`config.mk`:
```
export PLATFORM = sky130hd
export DESIGN_NAME = ufi_psram_wr_burst
export DESIGN_NICKNAME = d
export VERILOG_FILES = /design/src/rtl/ufi_wr_pkg.sv /design/src/rtl/ufi_sync_fifo.sv /design/src/rtl/ufi_psram_wr_burst.sv
export SDC_FILE = /design/constraint.sdc
export NUM_CORES = 2
export LEC_CHECK = 0
export CAP_MARGIN = 20
export CORE_AREA = 2 2 284 286
export CTS_CLUSTER_DIAMETER = 60
export DETAILED_ROUTE_END_ITERATION = 7
export DIE_AREA = 0 0 286 288
export PLACE_DENSITY = 0.82
export SKIP_LAST_GASP = 1
export SLEW_MARGIN = 0
export SYNTH_ARGS = -nofsm -noshare
export SYNTH_HDL_FRONTEND = slang
export SYNTH_SLANG_ARGS = --single-unit
```
`constraint.sdc`:
```
create_clock -name iSysClk -period 5.2 [get_ports iSysClk]
set_clock_uncertainty 0.15 [all_clocks]
set_input_delay 1.3 -clock iSysClk [delete_from_list [all_inputs] [get_ports iSysClk]]
set_output_delay 1.3 -clock iSysClk [all_outputs]
set_load 0.03 [all_outputs]
```
`src/rtl/ufi_wr_pkg.sv`:
```
// ---------------------------------------------------------------------------
// ufi_wr_pkg
// Shared types and constants for the Ufi-to-PSRAM write burst packer.
//   wr_state_e  : burst FSM states (IDLE / REQ / DATA)
//   wr_entry_t  : FIFO entry {first, adrs, data} at the default bus widths
//   lpAdrsStep  : byte address increment between consecutive data words
// ---------------------------------------------------------------------------
package ufi_wr_pkg;

  localparam int lpAdrsWidth = 32;
  localparam int lpDataWidth = 32;
  localparam int lpAdrsStep  = lpDataWidth / 8;

  typedef enum logic [1:0] {
    IDLE = 2'd0,
    REQ  = 2'd1,
    DATA = 2'd2
  } wr_state_e;

  typedef struct packed {
    logic                   first;
    logic [lpAdrsWidth-1:0] adrs;
    logic [lpDataWidth-1:0] data;
  } wr_entry_t;

endpackage

```
`src/rtl/ufi_sync_fifo.sv`:
```
// ---------------------------------------------------------------------------
// ufi_sync_fifo
// Single-clock FIFO with a first-word-fall-through head and a peek at the
// entry behind the head.
//   clk, rst_n    : clock, asynchronous active-low reset
//   push, wr_data : write request and word (ignored when full with no pop)
//   pop           : remove the head (ignored when empty)
//   head, nxt     : current head entry and the entry after it
//   count         : number of stored entries
//   empty, full   : registered status, exact the cycle after a push/pop
// ---------------------------------------------------------------------------
module ufi_sync_fifo #(
  parameter int pDepth = 16,
  parameter int pWidth = 8
) (
  input  logic                    clk,
  input  logic                    rst_n,
  input  logic                    push,
  input  logic [pWidth-1:0]       wr_data,
  input  logic                    pop,
  output logic [pWidth-1:0]       head,
  output logic [pWidth-1:0]       nxt,
  output logic [$clog2(pDepth):0] count,
  output logic                    empty,
  output logic                    full
);

  localparam int lpPtrW = $clog2(pDepth);

  logic [pWidth-1:0] mem [pDepth];
  logic [lpPtrW-1:0] wr_ptr;
  logic [lpPtrW-1:0] rd_ptr;
  logic [lpPtrW:0]   count_nxt;
  logic              do_push;
  logic              do_pop;

  // A write into a full FIFO is allowed when the head leaves in the same cycle.
  assign do_pop  = pop && !empty;
  assign do_push = push && (!full || do_pop);

  assign head = mem[rd_ptr];
  assign nxt  = mem[rd_ptr + lpPtrW'(1)];

  always_comb begin
    count_nxt = count;
    if (do_push && !do_pop) begin
      count_nxt = count + (lpPtrW+1)'(1);
    end else if (do_pop && !do_push) begin
      count_nxt = count - (lpPtrW+1)'(1);
    end
  end

  // Storage is not reset; the pointers alone define what is valid.
  always_ff @(posedge clk) begin
    if (do_push) begin
      mem[wr_ptr] <= wr_data;
    end
  end

  always_ff @(posedge clk or negedge rst_n) begin
    if (!rst_n) begin
      wr_ptr <= '0;
      rd_ptr <= '0;
      count  <= '0;
      empty  <= 1'b1;
      full   <= 1'b0;
    end else begin
      if (do_push) wr_ptr <= wr_ptr + lpPtrW'(1);
      if (do_pop)  rd_ptr <= rd_ptr + lpPtrW'(1);
      count <= count_nxt;
      empty <= (count_nxt == '0);
      full  <= (count_nxt == (lpPtrW+1)'(pDepth));
    end
  end

endmodule

```
`src/rtl/ufi_psram_wr_burst.sv`:
```
// ---------------------------------------------------------------------------
// ufi_psram_wr_burst
// Buffers the Ufi master write stream and repacks it into address-contiguous
// PSRAM write bursts of up to pBurstLen beats.
//   iSysClk, iSysRst            : clock, asynchronous active-low reset
//   iSUfiWd/Adrs/WEd/WVd        : Ufi write word, address, enable, window
//   oPsrReq, oPsrAdrs, iPsrAck  : burst command handshake and start address
//   oPsrWd/WEd/Last, iPsrWRdy   : burst data beats (ready/valid)
//   oFifoEmpty, oFifoFull       : buffer status
//   oOvfErr, iOvfClr            : sticky dropped-word flag and its clear
//   oBusy                       : burst in progress or data still buffered
// ---------------------------------------------------------------------------
module ufi_psram_wr_burst
  import ufi_wr_pkg::*;
#(
  parameter int pFifoDepth = 16,
  parameter int pBurstLen  = 8,
  parameter int pAdrsWidth = lpAdrsWidth,
  parameter int pDataWidth = lpDataWidth
) (
  input  logic                  iSysClk,
  input  logic                  iSysRst,
  input  logic [pDataWidth-1:0] iSUfiWd,
  input  logic [pAdrsWidth-1:0] iSUfiAdrs,
  input  logic                  iSUfiWEd,
  input  logic                  iSUfiWVd,
  output logic                  oPsrReq,
  output logic [pAdrsWidth-1:0] oPsrAdrs,
  input  logic                  iPsrAck,
  output logic [pDataWidth-1:0] oPsrWd,
  output logic                  oPsrWEd,
  output logic                  oPsrLast,
  input  logic                  iPsrWRdy,
  output logic                  oFifoEmpty,
  output logic                  oFifoFull,
  output logic                  oOvfErr,
  input  logic                  iOvfClr,
  output logic                  oBusy
);

  localparam int lpCntW  = $clog2(pFifoDepth) + 1;
  localparam int lpBeatW = (pBurstLen > 1) ? $clog2(pBurstLen) : 1;
  localparam logic [pAdrsWidth-1:0] lpStep = pAdrsWidth'(pDataWidth / 8);

  typedef struct packed {
    logic                  first;
    logic [pAdrsWidth-1:0] adrs;
    logic [pDataWidth-1:0] data;
  } entry_t;

  entry_t             wr_ent;
  entry_t             head_ent;
  entry_t             nxt_ent;
  logic [lpCntW-1:0]  count;
  logic               fifo_empty;
  logic               fifo_full;
  logic               push;
  logic               pop;
  logic               ovf_set;
  wr_state_e          state;
  logic [lpBeatW-1:0] beat;
  logic [lpBeatW-1:0] load_idx;
  logic               load_last;
  logic [lpCntW-1:0]  closed_cnt;
  logic               wvd_d;
  logic               first_pend;
  logic               win_pushed;
  logic               win_open;
  logic               closed_inc;
  logic               closed_dec;
  logic               trigger;

  // A word is popped exactly when it is loaded into the output beat register:
  // on the command ack, and on each accepted non-final beat.
  assign pop = ((state == REQ) && iPsrAck) ||
               ((state == DATA) && iPsrWRdy && !oPsrLast);

  assign push    = iSUfiWEd && (!fifo_full || pop);
  assign ovf_set = iSUfiWEd && fifo_full && !pop;

  assign win_open      = iSUfiWVd && !wvd_d;
  assign wr_ent.first  = first_pend || win_open;
  assign wr_ent.adrs   = iSUfiAdrs;
  assign wr_ent.data   = iSUfiWd;

  // A window whose last word is popped in the very cycle it closes must still
  // cancel its own increment, hence closed_inc in the decrement qualifier.
  assign closed_inc = wvd_d && !iSUfiWVd && (win_pushed || push);
  assign closed_dec = pop && ((closed_cnt != '0) || closed_inc) &&
                      ((count == lpCntW'(1)) || nxt_ent.first);

  assign trigger = (count >= lpCntW'(pBurstLen)) ||
                   ((count != '0) && (closed_cnt != '0));

  // The word being loaded closes the burst on the beat limit, a window
  // boundary, an address discontinuity, or when it is the last one buffered.
  assign load_idx  = (state == REQ) ? '0 : beat + lpBeatW'(1);
  assign load_last = (load_idx == lpBeatW'(pBurstLen - 1)) ||
                     (count == lpCntW'(1)) ||
                     nxt_ent.first ||
                     (nxt_ent.adrs != head_ent.adrs + lpStep);

  assign oFifoEmpty = fifo_empty;
  assign oFifoFull  = fifo_full;
  assign oBusy      = (state != IDLE) || !fifo_empty;

  ufi_sync_fifo #(
    .pDepth (pFifoDepth),
    .pWidth ($bits(entry_t))
  ) u_fifo (
    .clk     (iSysClk),
    .rst_n   (iSysRst),
    .push    (push),
    .wr_data (wr_ent),
    .pop     (pop),
    .head    (head_ent),
    .nxt     (nxt_ent),
    .count   (count),
    .empty   (fifo_empty),
    .full    (fifo_full)
  );

  // Window edge tracking, count of fully written windows still buffered, and
  // the sticky overflow flag (a new overflow beats a simultaneous clear).
  always_ff @(posedge iSysClk or negedge iSysRst) begin
    if (!iSysRst) begin
      wvd_d      <= 1'b0;
      first_pend <= 1'b0;
      win_pushed <= 1'b0;
      closed_cnt <= '0;
      oOvfErr    <= 1'b0;
    end else begin
      wvd_d <= iSUfiWVd;
      if (win_open) begin
        first_pend <= !push;
        win_pushed <= push;
      end else if (push) begin
        first_pend <= 1'b0;
        win_pushed <= 1'b1;
      end
      if (closed_inc && !closed_dec) begin
        closed_cnt <= closed_cnt + lpCntW'(1);
      end else if (closed_dec && !closed_inc) begin
        closed_cnt <= closed_cnt - lpCntW'(1);
      end
      if (ovf_set) begin
        oOvfErr <= 1'b1;
      end else if (iOvfClr) begin
        oOvfErr <= 1'b0;
      end
    end
  end

  // Burst FSM with registered command and beat outputs.
  always_ff @(posedge iSysClk or negedge iSysRst) begin
    if (!iSysRst) begin
      state    <= IDLE;
      oPsrReq  <= 1'b0;
      oPsrAdrs <= '0;
      oPsrWd   <= '0;
      oPsrWEd  <= 1'b0;
      oPsrLast <= 1'b0;
      beat     <= '0;
    end else begin
      case (state)
        IDLE: begin
          if (trigger) begin
            oPsrAdrs <= head_ent.adrs;
            oPsrReq  <= 1'b1;
            state    <= REQ;
          end
        end
        REQ: begin
          if (iPsrAck) begin
            oPsrReq  <= 1'b0;
            oPsrWd   <= head_ent.data;
            oPsrWEd  <= 1'b1;
            oPsrLast <= load_last;
            beat     <= load_idx;
            state    <= DATA;
          end
        end
        DATA: begin
          if (iPsrWRdy) begin
            if (oPsrLast) begin
              oPsrWEd  <= 1'b0;
              oPsrLast <= 1'b0;
              state    <= IDLE;
            end else begin
              oPsrWd   <= head_ent.data;
              oPsrLast <= load_last;
              beat     <= load_idx;
            end
          end
        end
        default: state <= IDLE;
      endcase
    end
  end

endmodule

```
# == Word level (Yosys, flattened, before mapping) ==
# Memory sizes are Yosys's and may differ from the RTL's.
# Cells that the tools add are included.
# Widths: inputs -> output; s select.
# totals
reg_bits,96
latchBits,0
ram_bits,1040
mem_bits_ro,0
in_bits,71
out_inout_bits,71
elab_cells,132
mem_count,1
# classes
addsub,8
multipliers,0
div,0
magnitude_cmp,1
eq_ne,11
n_shift,0
n_mux,37
bitwise_logic,0
reduce_logical,57
# memory_table
name,depth,width,rd,rd_clocked_by_memory_dff,write_ports,line,text
u_fifo.mem,16,65,2,0,1,ufi_sync_fifo.sv:30,logic [pWidth-1:0] mem [pDepth];
# ops
operator,n
$mux 32,3
$pmux 32 s2,1
$add 32x3->32 const B,1
$ne 32x32->1,1
$mux 5,4
$logic_and 1x1->1,18
$mux 1,16
$logic_or 1x1->1,12
$mux 3,4
$reduce_and 4->1,3
$reduce_bool 2->1,6
$logic_not 1->1,11
$add 5x1->5 const B,2
$ne 2x2->1 const B,5
$reduce_bool 5->1,2
$sub 5x1->5 const B,2
$add 4x1->4 const B,2
$mux 2,4
$pmux 1 s2,3
$pmux 2 s3,1
$pmux 3 s2,1
$reduce_and 3->1,2
$eq 5x1->1 const B,1
$eq 5x5->1 const B,1
8 further kinds,8

# == Logic depth before layout (Yosys ltp) ==
# logic_depth
ltp_word,14
mapped_depth,21
mapped_depth_nobuf,16

# == Hierarchy ==
# From an unflattened synthesis, not the netlist that was laid out.
# unflattened
hier_cells,2340
hier_area_um2,52076.2
# modules_own_cells
module,n_inst,cells_per_inst,area_per_inst_um2,seq_area_each_um2
ufi_sync_fifo,1,1948,47695.7,31606.6
ufi_psram_wr_burst,1,392,4380.5,2026.9

# == Worst setup path after synthesis ==
# No wires, ideal clock.
# synth_path
path_type,input-to-reg
start,in iPsrWRdy
end,mem u_fifo.mem[0][0] in the netlist's numbering (enable)
setup_time_ns,0.430
arrival_ns,4.371
required_ns,4.620
path_slack_ns,0.250
cell_stages,8
path_buffers,1
path_cell_list,nand3b_1 nor2_1 a21oi_1 or2_2 clkbuf_1 a21boi_1 nor3b_1 and2_1
# synth_between
elab_chain_len,8
elab_cells_between_ends,10
classes_between,mux (2); reduce/logical (8)
# synth_lines
element,line,text
"start, declared",ufi_psram_wr_burst.sv:33,"input logic iPsrWRdy,"
$logic_and 1x1->1 * (2 in series),ufi_psram_wr_burst.sv:76,((state == DATA) && iPsrWRdy && !oPsrLast);
$logic_or 1x1->1 *,ufi_psram_wr_burst.sv:75,assign pop = ((state == REQ) && iPsrAck) ||
$logic_or 1x1->1 / $logic_and 1x1->1 (equally long branches),"ufi_psram_wr_burst.sv:78, ufi_sync_fifo.sv:38",
$logic_and 1x1->1 / $logic_or 1x1->1 (equally long branches),"ufi_psram_wr_burst.sv:78, ufi_sync_fifo.sv:39",
$logic_and 1x1->1 *,ufi_sync_fifo.sv:39,assign do_push = push && (!full || do_pop);
$mux 1 *,ufi_sync_fifo.sv:55,if (do_push) begin
$mux 1 (not written as such) *,ufi_sync_fifo.sv:56,mem[wr_ptr] <= wr_data;
"end, declared",ufi_sync_fifo.sv:30,
# Mark *: on every way between the ends. The rest lies on a longest branch, timed or not.

# == Worst setup path in the final report ==
# layout_path
start,reg u_fifo.rd_ptr[0]
end,reg oPsrLast
# layout_between
elab_chain_len,7
elab_cells_between_ends,10
classes_between,add/sub (2); eq/ne (1); mux (4); reduce/logical (2); memory (1)
# layout_lines
element,line,text
"start, declared",ufi_sync_fifo.sv:32,logic [lpPtrW-1:0] rd_ptr;
"start signal, assigned",ufi_sync_fifo.sv:69,if (do_pop) rd_ptr <= rd_ptr + lpPtrW'(1);
$mem_v2 16x65 *,-,
$add 32x3->32 / $mem_v2 16x65 (equally long branches),-,
$ne 32x32->1 / $logic_or 1x1->1 (equally long branches),"ufi_psram_wr_burst.sv:101, ufi_psram_wr_burst.sv:99",
$logic_or 1x1->1 *,ufi_psram_wr_burst.sv:100,nxt_ent.first ||
$mux 1,ufi_psram_wr_burst.sv:185,if (oPsrLast) begin
$mux 1,ufi_psram_wr_burst.sv:184,if (iPsrWRdy) begin
$pmux 1 s2 *,ufi_psram_wr_burst.sv:165,case (state)
"end signal, assigned",ufi_psram_wr_burst.sv:178,oPsrLast <= load_last;
"end signal, assigned",ufi_psram_wr_burst.sv:191,oPsrLast <= load_last;
"end, declared",ufi_psram_wr_burst.sv:32,"output logic oPsrLast,"
# Mark *: on every way between the ends. The rest lies on a longest branch, timed or not. The select of a mux whose other input is x is not followed.
# A chain may end at the register's enable or synchronous reset.

==> impl_metrics.ini <==
[clock_tree]
cts_root_buf = clkbuf_16
cts-resized-gates = 0
cts_buffers = 111
cts.sinks = 1136
clock_latency_ps = 700
cts.htree.levels = 3
cts_tree = built
cts_hold_buf = 0
clk_pin_slew_ps = 60
cts_setup_buffers = 0
ctsLongestPathBuffers = 3

[worst_setup_path]
crit_start = u_fifo.rd_ptr[0]$_DFFE_PN0P_
crit_type = register to register
arrival_ps = 5050
cp-endpoint = oPsrLast$_DFFE_PN0P_
crit-reg2reg-launch = u_fifo.rd_ptr[0]$_DFFE_PN0P_
required_ps = 5580
path_max_fanout = 29
ff2ff_path_depth = 13
start_kind = register
worstReg2RegEnd = oPsrLast$_DFFE_PN0P_
end_kind = register
ff2ff_setup_slack_ps = 530

[final_layout]
area_growth_pct = 15.3
final_nets = 2562
drive_gt1_share_pct = 31.1
final_cell_count_no_fill = 3638
postLayoutCoreUtil_pct = 70.4
fill_cells = 4470
fin_area_sq_um = 56100

[placement]
port-buffer-count = 141
dpl-instance-area_sq_um = 52000
dp.cells = 3422
dp_hpwl_microns = 72200
gp_congestion = 0.877

[timing]
setup_viol = 0
relSlewSlack_pct = 42.7
hold_viol_final = 0
final.setup.tns_ps = 0
maxSlewViolCount = 0
post-route-min-period_ps = 4670
max_clock_freq_mhz = 214
finalCritPeriodShare_pct = 89.8
tightest_slew_ps = 860
rsz0062_at_grt = false

[die]
rows = 104
die_w_microns = 286
core_area_sq_um = 79600
die_area_sq_um = 82400
die_h_microns = 288
io_pins = 142
start_util_pct = 61.1

[global_routing]
grt_max_degree = 121
grt_usage_pct = 31.1
grt_overflow_total = 0
grt_pass1_wl_microns = 184000
grt_pass1_vias = 27000
antenna_found_initial = 8

[route]
num_vias = 26100
antenna_left = 0
wl_per_cell_microns = 34.6
drt-vias-per-instance = 7.17
first_pass_iters = 6
drt_iter0_drc = 3743
met1_length_microns = 44300
met2_length_microns = 64300
drc = 0
drt-total-wl_microns = 126000
top_layer = met5
route.met3.wl_microns = 12200

[yosys]
ys_warn_count = 0
ys_top_cells_by_count = edfxtp_1, mux4_2, dfrtp_1
synth-main-ff-cell = edfxtp_1
synth_top_area_cell = edfxtp_1
syn_avg_cell_area_sq_um = 21.7
synthCells = 2240
ys_types = 80
synth-edff-count = 1040
synth_most_common_cell = edfxtp_1
ys_seq_elements = 1136
synth_area_sq_um = 48700
synth_area_leaders = edfxtp_1, mux4_2, dfrtp_1
async_flop_share_pct = 8.45
synth_top_area_share_pct = 64.2
seq_area_frac_synth_pct = 69.1
syn-num-nets = 2327

[status]
outcome = finished clean

[hold_path]
hold_path_class = register to register

[power_and_ir_drop]
total_power_uw = 36000
power_density_nw_per_um2 = 641
vdd_drop_max_mv = 0.351
leakage_uw = 0.0182

[job]
drv_cap = 0
final cells by class:
cell class	instances	area (sq um)	share of cell area, %
Inverter	16	61.3	0.109
Clock buffer	141	3020	5.39
Clock inverter	69	1020	1.82
Multi-Input combinational cell	959	14200	25.4
Sequential cell	1136	33600	60.0
Tap cell	1060	1330	2.36
Antenna cell	6	15.0	0.0268
Timing Repair Buffer	251	2770	4.94
worst max-delay path, cell delays in order, from the launching register on:
cell	delay, ps
dfrtp_4	740
buf_12	270
buf_4	400
mux4_2	300
mux2i_1	130
nor3b_1	290
buf_4	200
o2111ai_4	220
or4_1	630
or3_1	420
or2_0	220
a211oi_1	230
o211a_1	200
a21oi_1	70
worst min-delay path by stage:
stage | cells past startpoint | from | endpoint
2_1_floorplan | 1 | closed_cnt[4]$_DFFE_PN0P_ | closed_cnt[4]$_DFFE_PN0P_
3_3_place_gp | 1 | closed_cnt[4]$_DFFE_PN0P_ | closed_cnt[4]$_DFFE_PN0P_
3_5_place_dp | 1 | closed_cnt[4]$_DFFE_PN0P_ | closed_cnt[4]$_DFFE_PN0P_
4_1_cts | 1 | closed_cnt[4]$_DFFE_PN0P_ | closed_cnt[4]$_DFFE_PN0P_
5_1_grt | 1 | closed_cnt[4]$_DFFE_PN0P_ | closed_cnt[4]$_DFFE_PN0P_
6_report | 1 | closed_cnt[4]$_DFFE_PN0P_ | closed_cnt[4]$_DFFE_PN0P_
power by group:
group | internal (uW) | switching (uW)
sequential | 11200 | 800
clock | 5280 | 3520
combinational | 7100 | 8030
total | 23600 | 12400
metrics by stage:
stage	setup WS, ps	hold slack (ps)
5_1_grt	280	337
3_5_place_dp	210	303
3_3_place_gp	232	311
2_1_floorplan	250	283
6_report	532	319
4_1_cts	530	322
logic make-up (layout without fill, tap and decap cells):
family                     count (synthesis)  in the layout  share of synthesized area [%]
xor gates and xnor gates                  56             56                           1.04
DFF                                     1136           1136                           69.1
muxes                                    530            530                           23.1
and+or+nand+nor                          227            227                           2.56
buffers and inverters                    145            477                           1.88
adders and majority gates                 16             16                          0.427
other                                      0              6                              0
AOI/OAI and AO/OA                        130            130                           1.87
cell usage in the layout (no fill, tap or decap), types with 6 or more instances in the layout:
| cell type | n |
|---|---|
| edfxtp_1 | 1040 |
| mux4_2 | 405 |
| clkdlybuf4s50_1 | 140 |
| clkbuf_16 | 112 |
| dfrtp_1 | 92 |
| buf_4 | 68 |
| nand2_1 | 63 |
| mux2_2 | 55 |
| mux4_1 | 48 |
| buf_12 | 43 |
| nor2_1 | 37 |
| xnor2_1 | 35 |
| o21ai_0 | 34 |
| bufinv_16 | 23 |
| mux2i_1 | 20 |
| xor2_1 | 18 |
| clkbuf_1 | 18 |
| a22oi_1 | 16 |
| and2_4 | 16 |
| clkinv_2 | 16 |
| inv_1 | 15 |
| nor3_1 | 14 |
| a21oi_1 | 14 |
| ha_1 | 14 |
| clkinv_1 | 14 |
| nand2b_1 | 12 |
| o22ai_1 | 12 |
| clkbuf_8 | 11 |
| nor2b_1 | 10 |
| nand4_1 | 9 |
| nand3_1 | 7 |
| a22o_1 | 7 |
| diode_2 | 6 |
| or2_2 | 6 |
| and2_1 | 6 |
| nand3b_1 | 6 |
| a31oi_1 | 6 |
state kept, by name, summed over array words and instances (netlist names), 2 cells and up:
signal / count
closed_cnt: 5
state: 2
u_fifo.mem: 1040
u_fifo.wr_ptr: 4
beat: 3
u_fifo.rd_ptr: 4
oPsrAdrs: 32
u_fifo.count: 5
oPsrWd: 32
routing by layer:
metal | GRT usage [%] | vias up
met4 | 12.6 | 6
met3 | 5.55 | 347
met1 | 41.0 | 13700
met5 | 0 | -
li1 | - | 10100
met2 | 52.1 | 1928
(Power assumes the default switching activity.)
